### src/rtl/mux_pkg.sv
// Shared definitions for the registered datapath multiplexers: default sizes
// and the clog2 helper used to derive select widths.
package mux_pkg;

    localparam int MUX_DEF_WIDTH  = 64;
    localparam int MUX_DEF_NUM_IN = 4;

    function automatic int clog2(input int n);
        int r;
        r = 0;
        for (int i = 0; i < 31; i++) begin
            if ((32'd1 << i) < n) begin
                r = i + 1;
            end
        end
        return r;
    endfunction

endpackage

### src/rtl/mux_sel_n_to_1.sv
// Combinational NUM_IN-to-1 word selector; a select value with no matching
// word yields all-zeros.
module mux_sel_n_to_1
    import mux_pkg::*;
#(
    parameter  int WIDTH  = MUX_DEF_WIDTH,
    parameter  int NUM_IN = MUX_DEF_NUM_IN,
    localparam int SEL_W  = clog2(NUM_IN)
) (
    input  logic [NUM_IN*WIDTH-1:0] in_data,
    input  logic [SEL_W-1:0]        sel,
    output logic [WIDTH-1:0]        word
);

    // AND-OR select: only the matching lane contributes, so out-of-range gives zero
    always_comb begin
        word = {WIDTH{1'b0}};
        for (int i = 0; i < NUM_IN; i++) begin
            word = word | (in_data[i*WIDTH +: WIDTH] & {WIDTH{(int'(sel) == i)}});
        end
    end

endmodule

### src/rtl/mux_reg_n_to_1.sv
// Registered N-to-1 word mux with valid/ready handshake and a two-entry skid
// buffer. Define MUX_REG_SEL_ERR_EN to add the sticky sel_err output.
module mux_reg_n_to_1
    import mux_pkg::*;
#(
    parameter  int WIDTH  = MUX_DEF_WIDTH,
    parameter  int NUM_IN = MUX_DEF_NUM_IN,
    localparam int SEL_W  = clog2(NUM_IN)
) (
    input  logic                    Clk,
    input  logic                    Rst,
    input  logic [NUM_IN*WIDTH-1:0] in_data,
    input  logic [SEL_W-1:0]        sel,
    input  logic                    in_valid,
    output logic                    in_ready,
    input  logic                    flush,
    output logic [WIDTH-1:0]        out_data,
    output logic                    out_valid,
    input  logic                    out_ready
`ifdef MUX_REG_SEL_ERR_EN
    ,
    output logic                    sel_err
`endif
);

    logic [WIDTH-1:0] word_s;
    logic [WIDTH-1:0] main_data_r, main_data_nxt_s;
    logic [WIDTH-1:0] skid_data_r, skid_data_nxt_s;
    logic             main_valid_r, main_valid_nxt_s;
    logic             skid_valid_r, skid_valid_nxt_s;
    logic             in_fire_s;
    logic             out_fire_s;

    mux_sel_n_to_1 #(
        .WIDTH  (WIDTH),
        .NUM_IN (NUM_IN)
    ) u_sel (
        .in_data (in_data),
        .sel     (sel),
        .word    (word_s)
    );

    // in_ready only looks at the skid flag and reset, never at out_ready
    assign in_ready   = !skid_valid_r && !Rst;
    assign in_fire_s  = in_valid && in_ready;
    assign out_fire_s = main_valid_r && out_ready;
    assign out_data   = main_data_r;
    assign out_valid  = main_valid_r;

    // Next-state for the main/skid entries; flush clears valids but keeps data
    always_comb begin
        main_data_nxt_s  = main_data_r;
        main_valid_nxt_s = main_valid_r;
        skid_data_nxt_s  = skid_data_r;
        skid_valid_nxt_s = skid_valid_r;
        if (flush) begin
            main_valid_nxt_s = 1'b0;
            skid_valid_nxt_s = 1'b0;
        end else if (out_fire_s) begin
            if (skid_valid_r) begin
                main_data_nxt_s  = skid_data_r;
                main_valid_nxt_s = 1'b1;
                skid_valid_nxt_s = 1'b0;
            end else if (in_fire_s) begin
                main_data_nxt_s  = word_s;
                main_valid_nxt_s = 1'b1;
            end else begin
                main_valid_nxt_s = 1'b0;
            end
        end else if (in_fire_s) begin
            if (main_valid_r) begin
                skid_data_nxt_s  = word_s;
                skid_valid_nxt_s = 1'b1;
            end else begin
                main_data_nxt_s  = word_s;
                main_valid_nxt_s = 1'b1;
            end
        end else begin
            main_valid_nxt_s = main_valid_r;
        end
    end

    // Storage registers with synchronous reset
    always_ff @(posedge Clk) begin
        if (Rst) begin
            main_data_r  <= {WIDTH{1'b0}};
            main_valid_r <= 1'b0;
            skid_data_r  <= {WIDTH{1'b0}};
            skid_valid_r <= 1'b0;
        end else begin
            main_data_r  <= main_data_nxt_s;
            main_valid_r <= main_valid_nxt_s;
            skid_data_r  <= skid_data_nxt_s;
            skid_valid_r <= skid_valid_nxt_s;
        end
    end

`ifdef MUX_REG_SEL_ERR_EN
    logic sel_oor_s;
    logic sel_err_r;

    assign sel_oor_s = (int'(sel) >= NUM_IN);
    assign sel_err   = sel_err_r;

    // Sticky out-of-range flag; only reset clears it
    always_ff @(posedge Clk) begin
        if (Rst) begin
            sel_err_r <= 1'b0;
        end else if (in_fire_s && sel_oor_s) begin
            sel_err_r <= 1'b1;
        end else begin
            sel_err_r <= sel_err_r;
        end
    end
`endif

endmodule

### config.mk
export PLATFORM = sky130hd
export DESIGN_NAME = mux_reg_n_to_1
export DESIGN_NICKNAME = d
export VERILOG_FILES = /design/src/rtl/mux_pkg.sv /design/src/rtl/mux_sel_n_to_1.sv /design/src/rtl/mux_reg_n_to_1.sv
export SDC_FILE = /design/constraint.sdc
export NUM_CORES = 1
export LEC_CHECK = 0
export ABC_AREA = 1
export CAP_MARGIN = 40
export CORE_MARGIN = 8
export CORE_UTILIZATION = 40
export CTS_CLUSTER_SIZE = 20
export DETAILED_ROUTE_END_ITERATION = 6
export PLACE_DENSITY = 0.84
export SKIP_LAST_GASP = 1
export SLEW_MARGIN = 20
export SYNTH_ARGS = -nofsm -noshare
export SYNTH_HDL_FRONTEND = slang
export SYNTH_SLANG_ARGS = --single-unit
### constraint.sdc
create_clock -name Clk -period 1.5 [get_ports Clk]
set_input_delay 0.225 -clock Clk [delete_from_list [all_inputs] [get_ports Clk]]
set_output_delay 0.225 -clock Clk [all_outputs]
set_load 0.005 [all_outputs]
Yosys cells after proc, flatten, opt, wreduce, memory -nomap -nowiden:

Cells that the tools add are included.

* bits in registers: 130
* logic and storage cells: 39
* input bits: 263

* bitwise gates (word level): 9
* reduce and logical (&&, ||, !) cells: 13
* eq/ne operators: 4
* multiplexer cells: 9

Operators with widths (number)
* two-way mux 64 bit: 5
* AND 64 bit: 4
* bitwise OR 64 bit: 3
* AND reduction 4 bit: 2
* equality test 2 bit, second input constant: 2
* two-way mux 1 bit: 4
* nonzero test 2 bit: 2
* logical AND 1 bit: 3
* OR reduction 3 bit: 1
* equality test 2 x 1 -> 1 bit, second input constant: 1
* logical NOT 1 bit: 2
* logical NOT 2 bit: 1
* != test 2 x 1 -> 1 bit, second input constant: 1
* NOT 1 bit: 2
* AND reduction 2 bit: 1
* OR reduction 2 bit: 1

Logic depth before layout (Yosys ltp):

Gate-level depths: netlist (run 1).

* depth after elaboration: 8
* mapped depth: 9
* depth with buffers taken out: 7

Cells and area by module:

Synthesis (run 1) repeated with hierarchy kept, for this count alone.

* cell total of the unflattened synthesis: 1604
* area, all modules: 8989.9 µm²

By module, submodules not included
* mux_reg_n_to_1: area an instance 6222.2 µm², times used 1, cells an instance 979
* mux_sel_n_to_1: area an instance 2767.7 µm², times used 1, cells an instance 625

Worst setup path before layout (run 1):

OpenSTA, ideal clock, no wires.

* kind: reg-to-reg
* from: register skid_valid_r
* to: register skid_data_r[43]
* buffers on the path: 2
* stages on the path, launching flop included: 9
* slack: 0.249 ns
* setup time: 0.113 ns
* data required time: 1.387 ns
* arrival: 1.138 ns
* period minus slack after synthesis: 1.251 ns
* path through: dfxtp_1 > nor2_2 > nand2_2 > inv_2 > nand3b_2 > buf_2 > buf_2 > nor2_1 > nor2_1

* word-level cells in the longest chain between the ends: 4

Ends and longest elaborated chain
* from (decl): line mux_reg_n_to_1.sv:30 `logic skid_valid_r, skid_valid_nxt_s;`
* from (signal assigned): line mux_reg_n_to_1.sv:94 `skid_valid_r <= skid_valid_nxt_s;`
* logical NOT 1 bit: line mux_reg_n_to_1.sv:44 `assign in_ready = !skid_valid_r && !Rst;`
* logical AND 1 bit: line mux_reg_n_to_1.sv:44
* named net in_ready: line mux_reg_n_to_1.sv:15 `output logic in_ready,`
* logical AND 1 bit: line mux_reg_n_to_1.sv:45 `assign in_fire_s = in_valid && in_ready;`
* AND reduction 4 bit (no line)
* to (signal assigned): line mux_reg_n_to_1.sv:88 `skid_data_r <= {WIDTH{1'b0}};`
* to (signal assigned): line mux_reg_n_to_1.sv:93 `skid_data_r <= skid_data_nxt_s;`
* to (decl): line mux_reg_n_to_1.sv:28 `logic [WIDTH-1:0] skid_data_r, skid_data_nxt_s;`

The timed path passes the listed nets, and every way through them passes these cells.
A chain may end at the register's enable or synchronous reset.

Worst setup path in the final report (run 1):

* from: input Rst
* to: register main_data_r[0] (netlist: out_data[0])

* word-level cells in the longest chain between the ends: 5

Ends and longest elaborated chain
* from (decl): line mux_reg_n_to_1.sv:11 `input logic Rst,`
* logical NOT 1 bit: line mux_reg_n_to_1.sv:44
* logical AND 1 bit: line mux_reg_n_to_1.sv:44
* logical AND 1 bit: line mux_reg_n_to_1.sv:45
* nonzero test 2 bit (no line)
* AND reduction 4 bit (no line)
* to (signal assigned): line mux_reg_n_to_1.sv:86 `main_data_r <= {WIDTH{1'b0}};`
* to (signal assigned): line mux_reg_n_to_1.sv:91 `main_data_r <= main_data_nxt_s;`
* to (decl): line mux_reg_n_to_1.sv:27 `logic [WIDTH-1:0] main_data_r, main_data_nxt_s;`

Parallel ways exist; a longest one is shown, timed or not.

==> results of run 1 <==
## cell families after synthesis
group / count (synthesis) / synth area share [%]
buffers and inverters: 236 / 13.6
and+or+nand+nor: 973 / 48.1
AOI/OAI and AO/OA: 130 / 7.66
DFF: 130 / 30.6
## critical path, cell delays in order
cell,delay [ps]
sky130_fd_sc_hd__clkdlybuf4s50_1,480
sky130_fd_sc_hd__nor2_4,140
sky130_fd_sc_hd__buf_4,110
sky130_fd_sc_hd__nand2_2,60
sky130_fd_sc_hd__nand2_2,120
sky130_fd_sc_hd__nand2_2,140
sky130_fd_sc_hd__clkbuf_16,230
sky130_fd_sc_hd__nand2_1,70
sky130_fd_sc_hd__nand2_1,60
sky130_fd_sc_hd__a21oi_1,150
## stage by stage
| stage | util (%) | hold WS [ps] |
|---|---|---|
| detailed placement | 57.7 | 501 |
| floorplan | - | 376 |
| global placement | 57.7 | 499 |
| CTS | 60.5 | 405 |
| finish | 60.8 | 430 |
| global route | 60.8 | 465 |
## metal layers
layer / GRT usage (%) / wire length [um] / share of wire [%] / up-vias
met5: 0 / 0 / 0 / -
met4: 9.34 / 922 / 3.0 / 0
met3: 6.33 / 2470 / 8.0 / 65
met2: 38.1 / 14300 / 46 / 397
met1: 26.3 / 13300 / 43 / 4520
li1: - / - / - / 5259
## final cells by class
| class | count | area (um2) | share of cell area (%) |
|---|---|---|---|
| clock buffers | 19 | 453 | 3.55 |
| inverters | 134 | 505 | 3.96 |
| well taps | 275 | 344 | 2.70 |
| multi-input cells | 1104 | 4770 | 37.4 |
| clock inverters | 12 | 181 | 1.42 |
| repair buffers | 380 | 3890 | 30.5 |
| flip-flops and latches | 130 | 2610 | 20.5 |
## final timing paths
path / slack, ps / depth (start not counted) / startpoint / end
setup / recovery: 50 / 10 / Rst / out_data[0]
hold / removal: 430 / 5 / sel[1] / skid_data_r[12]
setup reg to reg: 60 / 9 / skid_valid_r / out_data[0]
hold reg to reg: 510 / 4 / out_data[31] / out_data[31]
## sequential cells by signal, indices dropped and copies added, names as in the netlist
signal        cells
out_data         64
skid_data_r      64
out_valid         1
skid_valid_r      1
## power by group through the flow
stage,clock network [mW],logic (mW),registers (mW)
2_1_floorplan,0,0.924,3.69
3_3_place_gp,0,2.08,3.68
3_5_place_dp,0,2.11,3.68
4_1_cts,4.54,2.07,3.61
5_1_grt,4.68,2.28,3.62
6_report,4.45,2.08,3.60
## synth_stat cells
library cell	number
sky130_fd_sc_hd__nand3b_2	1
sky130_fd_sc_hd__nor2_2	2
sky130_fd_sc_hd__buf_6	16
sky130_fd_sc_hd__nand2_1	451
sky130_fd_sc_hd__nand3_2	1
sky130_fd_sc_hd__nand2_2	2
sky130_fd_sc_hd__dfxtp_1	130
sky130_fd_sc_hd__inv_1	131
sky130_fd_sc_hd__nand3_1	192
sky130_fd_sc_hd__nand4_1	64
sky130_fd_sc_hd__buf_4	31
sky130_fd_sc_hd__a21oi_1	65
sky130_fd_sc_hd__buf_2	29
sky130_fd_sc_hd__clkbuf_1	25
sky130_fd_sc_hd__inv_2	3
sky130_fd_sc_hd__o21ai_0	65
sky130_fd_sc_hd__buf_1	1
sky130_fd_sc_hd__nor2_4	1
sky130_fd_sc_hd__nor2_1	259
## cells in the final DEF (no fill, tap or decap), types with 3 or more instances in the layout
master                              n
sky130_fd_sc_hd__nand2_1          450
sky130_fd_sc_hd__clkdlybuf4s50_1  260
sky130_fd_sc_hd__nor2_1           258
sky130_fd_sc_hd__nand3_1          192
sky130_fd_sc_hd__inv_1            130
sky130_fd_sc_hd__dfxtp_1          127
sky130_fd_sc_hd__o21ai_0           65
sky130_fd_sc_hd__a21oi_1           65
sky130_fd_sc_hd__nand4_1           64
sky130_fd_sc_hd__dlygate4sd2_1     54
sky130_fd_sc_hd__buf_4             34
sky130_fd_sc_hd__buf_12            19
sky130_fd_sc_hd__clkbuf_16         18
sky130_fd_sc_hd__dlymetal6s2s_1    12
sky130_fd_sc_hd__bufinv_16          4
sky130_fd_sc_hd__clkinvlp_4         4
sky130_fd_sc_hd__inv_2              3
sky130_fd_sc_hd__nand2_2            3
## timing repair
action / in CTS / in global routing
setup endpoints to repair: 54 / 18
pin swaps: 1 / 1
buffers inserted: 2 / 0
gates resized for setup: 59 / 14
gates cloned: 0 / 2
hold buffers: 0 / 0
==> summary by stage, run 1 <==
Synth
Counting every instance in the synthesized netlist gives 1469. Yosys printed 0 warnings. The number of synthesized register bits is 130. The cell area that synthesis handed to floorplanning was 0.00850 mm2. The number of different library cells used by synthesis comes to 19. Ranked by total cell area, the synthesized netlist is headed by sky130_fd_sc_hd__dfxtp_1, sky130_fd_sc_hd__nand2_1, sky130_fd_sc_hd__nor2_1, sky130_fd_sc_hd__nand3_1, sky130_fd_sc_hd__inv_1. Of all cell types, the one taking the most synthesized area is sky130_fd_sc_hd__dfxtp_1. The synthesized design devotes to its leading area cell type 30.6% of total area.

The post-synth net total is 1732. The synthesized area divided by synthesized cell count is 5.78 um2. The sequential-to-total area share from yosys stat is 30.6%.

Placement
The cell area reported after detailed placement is 0.0121 mm2. The placed instance count is 2019. The estimated wirelength of the detail-placed design is 22.4 mm. Before CTS, the worst setup slack after placement is -238 ps. Routability-driven placement finished with a final weighted congestion of 0.844.

Input and output buffers added on the ports amount to 328.

GRT
The initial antenna violation count is 0. The first global-routing pass estimated 48.5 mm of wire. The number of global-route vias before repair is 9907. The pin count of the biggest net entering global routing is 66. The total track usage is 22.5%.

The total overflow left after global routing is 0.

Final layout
The number of diodes is 0. From synthesis to final layout, the design area changed by 50.1%. In the final design database the tool counted 2030 nets.

The total of fill cells in the finished design is 1953. In the final layout, the share of cells above drive strength 1 is 5.73%. Summing all non-filler instances in the final layout gives an area of 0.0128 mm2.

The non-filler instance count after layout is 2054.

Worst setup path
The type of destination of the critical path is a flop. The worst endpoint required time is 1840 ps. The top fanout value on the critical path is 22. The worst setup path is of the primary input to flop kind. The startpoint type of the worst setup path is a primary input. Data arrives at the worst endpoint at 1780 ps.

Drt
The first detailed-routing pass took 5 iterations. In the routed layout, each cell is associated on average with a via count of 4.99. The number of DRC violations after detailed routing is 0. Summing over every cut layer, the via total after detailed routing is 10200. Once detail routing completed, the nets flagged for antenna violations numbered 0.

The mean routed wirelength per cell is 15.1 um. The first routing iteration left 873 violations. Summed over all layers, the routed wires come to 31.0 mm.

Outcome
The run finished with clean final reports.

Clock network
The number of sinks on the clock net is 130. The TritonCTS clock tree is built. TritonCTS created 17 clock buffers. The later-pin clock latency in the skew report is 410 ps.

The number of levels in the clock H-tree is 4. The root buffer cell is sky130_fd_sc_hd__clkbuf_16. After clock tree synthesis, the clock-pin slew on the worst setup and hold paths is 60 ps.

In this run the deepest clock path goes through 2 buffers.

Pwr
The switching power share of the total is 25.6%. The post-route total power is 10.1 mW. The worst vdd rail ir drop is 647 uV. For this design the ratio of total power to cell area is 795 mW/mm2. Of the total power, the clock network draws 43.9%. The leakage power of the design is 6.76 nW. The switching power of the nets is 2.60 mW. The cell internal power dissipation is 7.54 mW.

The proportion of power drawn by flip-flops and latches is 35.5%. In this run, the combinational gates consume 20.5% of the power.

Floorplan
The vertical die dimension is 162 um. Measured along the x axis, the die boundary spans 162 um. Once the floorplan was initialized, standard cells occupied 40.5% of the core.

After floorplanning, the core was sized to cover 0.0210 mm2. The count of boundary I/O pins is 329. The total die area is 0.0262 mm2. The row count is 53.

Timing
The final count of pins violating max slew is 0. The final hold violation count is 0. After layout, the worst path uses 96.3% of the clock period. The post-layout minimum cycle time is 1450 ps. The final setup violation count is 0. The worst path meets setup with 54.9 ps of slack. The worst pin sits at a relative slew slack of 79.4%.

For the pin with the worst max-slew slack, the measured transition is 309 ps. The setup TNS after final layout is 0 ps. The highest achievable clock rate is 692 MHz. The final worst clock skew is 8.19 ps.

Run
The max capacitance violation total is 0.

Worst hold path
The worst hold path belongs to the class primary input to flop.
No activity file was read; power rests on OpenSTA's default activity.
==> run 2: changes to the inputs <==
--- a/config.mk
+++ b/config.mk
@@ -11,7 +11,7 @@
 export CORE_UTILIZATION = 40
 export CTS_CLUSTER_SIZE = 20
 export DETAILED_ROUTE_END_ITERATION = 6
-export PLACE_DENSITY = 0.84
+export PLACE_DENSITY = 0.76
 export SKIP_LAST_GASP = 1
 export SLEW_MARGIN = 20
 export SYNTH_ARGS = -nofsm -noshare
==> run 2 against run 1 <==
Total power fell by 3.8%. First-iteration DRC count is 7.1% higher. Die area stayed put. Wire length fell by 2.2%. Critical path depth fell by 1. Largest power group unchanged.
==> summary by stage, run 2 (synthesized netlist as in run 1, its figures left out) <==
Outcome
The run finished with clean final reports.

GRT
The number of global-route vias before repair is 9714 (-1.9%). The first-pass GRT wire length is 48.6 mm (+0.27%). The total track usage is 22.5% (about the same). The remaining global-route overflow came to 0 (unchanged). The pin count of the biggest net entering global routing is 63 (-4.5%). The initial antenna violation count is 0 (unchanged).

Worst setup path
The number of cells on the worst reg-to-reg path was 9 (unchanged). The number of cells on the critical path came to 9 (-1). The top fanout value on the critical path is 55 (+150%).

Counting stages on the worst path, the most repeated cell is sky130_fd_sc_hd__nand2_1. The endpoint arrival time on the critical path is 1700 ps (-80 ps). The buffers plus inverters on the worst setup path came to 2 (-1). The worst setup path is of the flop to flop kind.

STA classifies the critical path startpoint as a flop. The signal on the critical path passes through nor2_2 -> buf_4 -> nand2_2 -> nand2_1 -> nand2_4 -> buf_16 -> nand2_1 -> nand2_1 -> a21oi_1. The worst endpoint required time is 1790 ps (-50 ps). The type of destination of the critical path is a flop. The peak per-stage delay on the critical path is 370 ps (-110 ps). The largest individual stage delay along the critical path comes from the cell sky130_fd_sc_hd__dfxtp_2. On the critical path the largest part of the delay comes from simple AND/OR/NAND/NOR gates.

Clock network
The later-pin clock latency in the skew report was 410 ps (about the same). The cell sitting at the root of the clock tree is a sky130_fd_sc_hd__clkbuf_16. The maximum number of buffers from clock root to sink is 2 (unchanged).

The TritonCTS clock tree is built. The number of levels in the clock H-tree is 4 (unchanged). The number of CTS-inserted buffers was 17 (unchanged). The post-CTS clock slew at the launch and capture registers of the worst setup and hold paths was 60 ps (about the same). The number of sinks on the clock net is 130 (unchanged). The quantity of hold-fixing buffers added after cts was 0 (unchanged).

Floorplan
The initial core utilization is 40.5% (unchanged). The horizontal die dimension was 162 um (unchanged). The core outline area is 0.0210 mm2 (unchanged).

The total die area is 0.0262 mm2 (unchanged). The row count is 53 (unchanged). The vertical die dimension is 162 um (unchanged). The count of boundary I/O pins is 329 (unchanged).

Placement
The placer congestion estimate was 0.865 (+2.4%). The worst setup timing slack at the placement stage is -262 ps (-23.2 ps). The cell area reported after detailed placement is 0.0120 mm2 (-0.39%). The estimated wirelength of the detail-placed design was 22.5 mm (+0.10%).

The number of port buffers was 328 (unchanged).

Timing
The post-layout minimum cycle time was 1410 ps (-33.8 ps). The final hold violation count is 0 (unchanged). The setup TNS after final layout was 0 ps (unchanged). The slew of the pin with the lowest slew margin came to 315 ps (+6.53 ps). The highest achievable clock rate is 709 MHz (+2.4%). The final worst clock skew is 6.30 ps (-1.88 ps).

The worst path setup slack after routing is 88.6 ps (+33.8 ps). The final clock period utilization by the worst path was 94.1% (-2.3 points). The relative slew slack is 78.8% (-0.66 points).

Setup repair after global routing could not meet its margin everywhere. The final setup violation count is 0 (unchanged). The final count of pins violating max slew came to 0 (unchanged).

Final layout
The area growth from synthesis to final layout is 48.3%. The number of nets in the layout was 2019 (-0.54%). The proportion of layout cells with a drive suffix above 1 is 5.03% (-0.70 points).

The final design area excluding fillers is 0.0126 mm2 (-1.2%). The library cell used most frequently in the layout, excluding fill and tap cells, is sky130_fd_sc_hd__nand2_1. The number of diodes is 0 (unchanged).

The top cell types in the final layout, fill and taps aside, are sky130_fd_sc_hd__nand2_1, sky130_fd_sc_hd__clkdlybuf4s50_1, sky130_fd_sc_hd__nor2_1. The total of fill cells in the finished design is 2057 (+5.3%).

Pwr
The proportion of power drawn by flip-flops and latches is 36.9% (+1.4 points). The power density of the placed cells was 775 mW/mm2 (-2.6%). The switching power share of the total was 26.3% (+0.70 points).

The worst vdd rail ir drop came to 730 uV (+13%). The cell internal power dissipation is 7.19 mW (-4.7%). The share of total power in combinational logic is 21.0% (+0.5 points). The leakage power of the design is 6.63 nW (-2.0%). The post-route total power came to 9.76 mW (-3.8%).

The switching power of the nets is 2.57 mW (-1.1%). The share of power burned in the clock network is 42.1% (-1.8 points).

Drt
The detailed-routing iteration count for the pre-antenna-repair pass is 7 (+2). The routed wire length came to 30.4 mm (-2.2%). The initial DRC count came to 935 (+7.1%). The mean routed wirelength per cell is 14.9 um (-1.7%). The number of vias per cell after detailed routing is 4.97 (-0.25%).

The count of nets left with antenna violations after detail routing came to 0 (unchanged). The total vias in the final route is 10200 (-0.73%). The number of DRC violations after detailed routing came to 0 (unchanged).

Run
The max capacitance violation total came to 0 (unchanged).

Worst hold path
The hold-critical path depth came to 5 (unchanged). The class of the tightest hold or removal check is primary input to flop.
[run 2: changes by cell type in the layout (fill, tap and decap cells not counted), sizes merged]
cell / delta
dlygate4sd2: +5
nand2: -1
bufinv: -2
dlymetal6s2s: -5
clkinv: +3
clkinvlp: -1
buf: -9
[run 2: worst min-delay path, delay by kind of cell]
kind	cells	cell delay [ps]
and+or+nand+nor	4	360
buffers and inverters	1	180
[run 2: routing by layer]
metal / GRT usage, % / wire, um / share of wire (%) / vias up
met5: 0 / 0 / 0 / -
met3: 6.50 / 2510 / 8.3 / 47
met2: 37.4 / 14200 / 47 / 357
met1: 27.5 / 13000 / 43 / 4529
met4: 7.49 / 675 / 2.2 / 0
li1: - / - / - / 5233
[run 2: power groups by stage]
stage          Clock, mW  Combinational (mW)  Sequential, mW
2_1_floorplan          0               0.924            3.69
3_3_place_gp           0                2.09            3.68
3_5_place_dp           0                2.10            3.68
4_1_cts             4.20                2.06            3.61
5_1_grt             4.38                2.26            3.61
6_report            4.10                2.05            3.60
[run 2: final timing paths]
| path | start | end | slack [ps] |
|---|---|---|---|
| max | skid_valid_r | out_data[18] | 90 |
| min | sel[1] | skid_data_r[13] | 400 |
| max reg2reg | skid_valid_r | out_data[18] | 90 |
| min reg2reg | out_data[29] | out_data[29] | 510 |
[run 2: cell type report]
class	count	area, um2	area share [%]
clock buffer	20	457	3.62
clock inverter	12	133	1.05
inverter	134	505	4.01
multi-input combinational	1103	4760	37.8
sequential	130	2610	20.7
tap	275	344	2.73
timing repair buffer	370	3790	30.1
[run 2: stage by stage]
stage	util, %	hold WS, ps	cells
after floorplan	-	376	1469
after global placement	57.5	498	2011
after detailed placement	57.5	501	2011
after CTS	60.0	375	2044
after global routing	60.1	426	2044
final	60.1	399	2044
[run 2: what timing repair did]
| action | CTS | global route |
|---|---|---|
| buffers inserted | 1 | 0 |
| gates resized for setup | 62 | 9 |
| gates cloned | 0 | 0 |
| endpoints found under the setup margin | 59 | 17 |
| pin swaps | 1 | 0 |
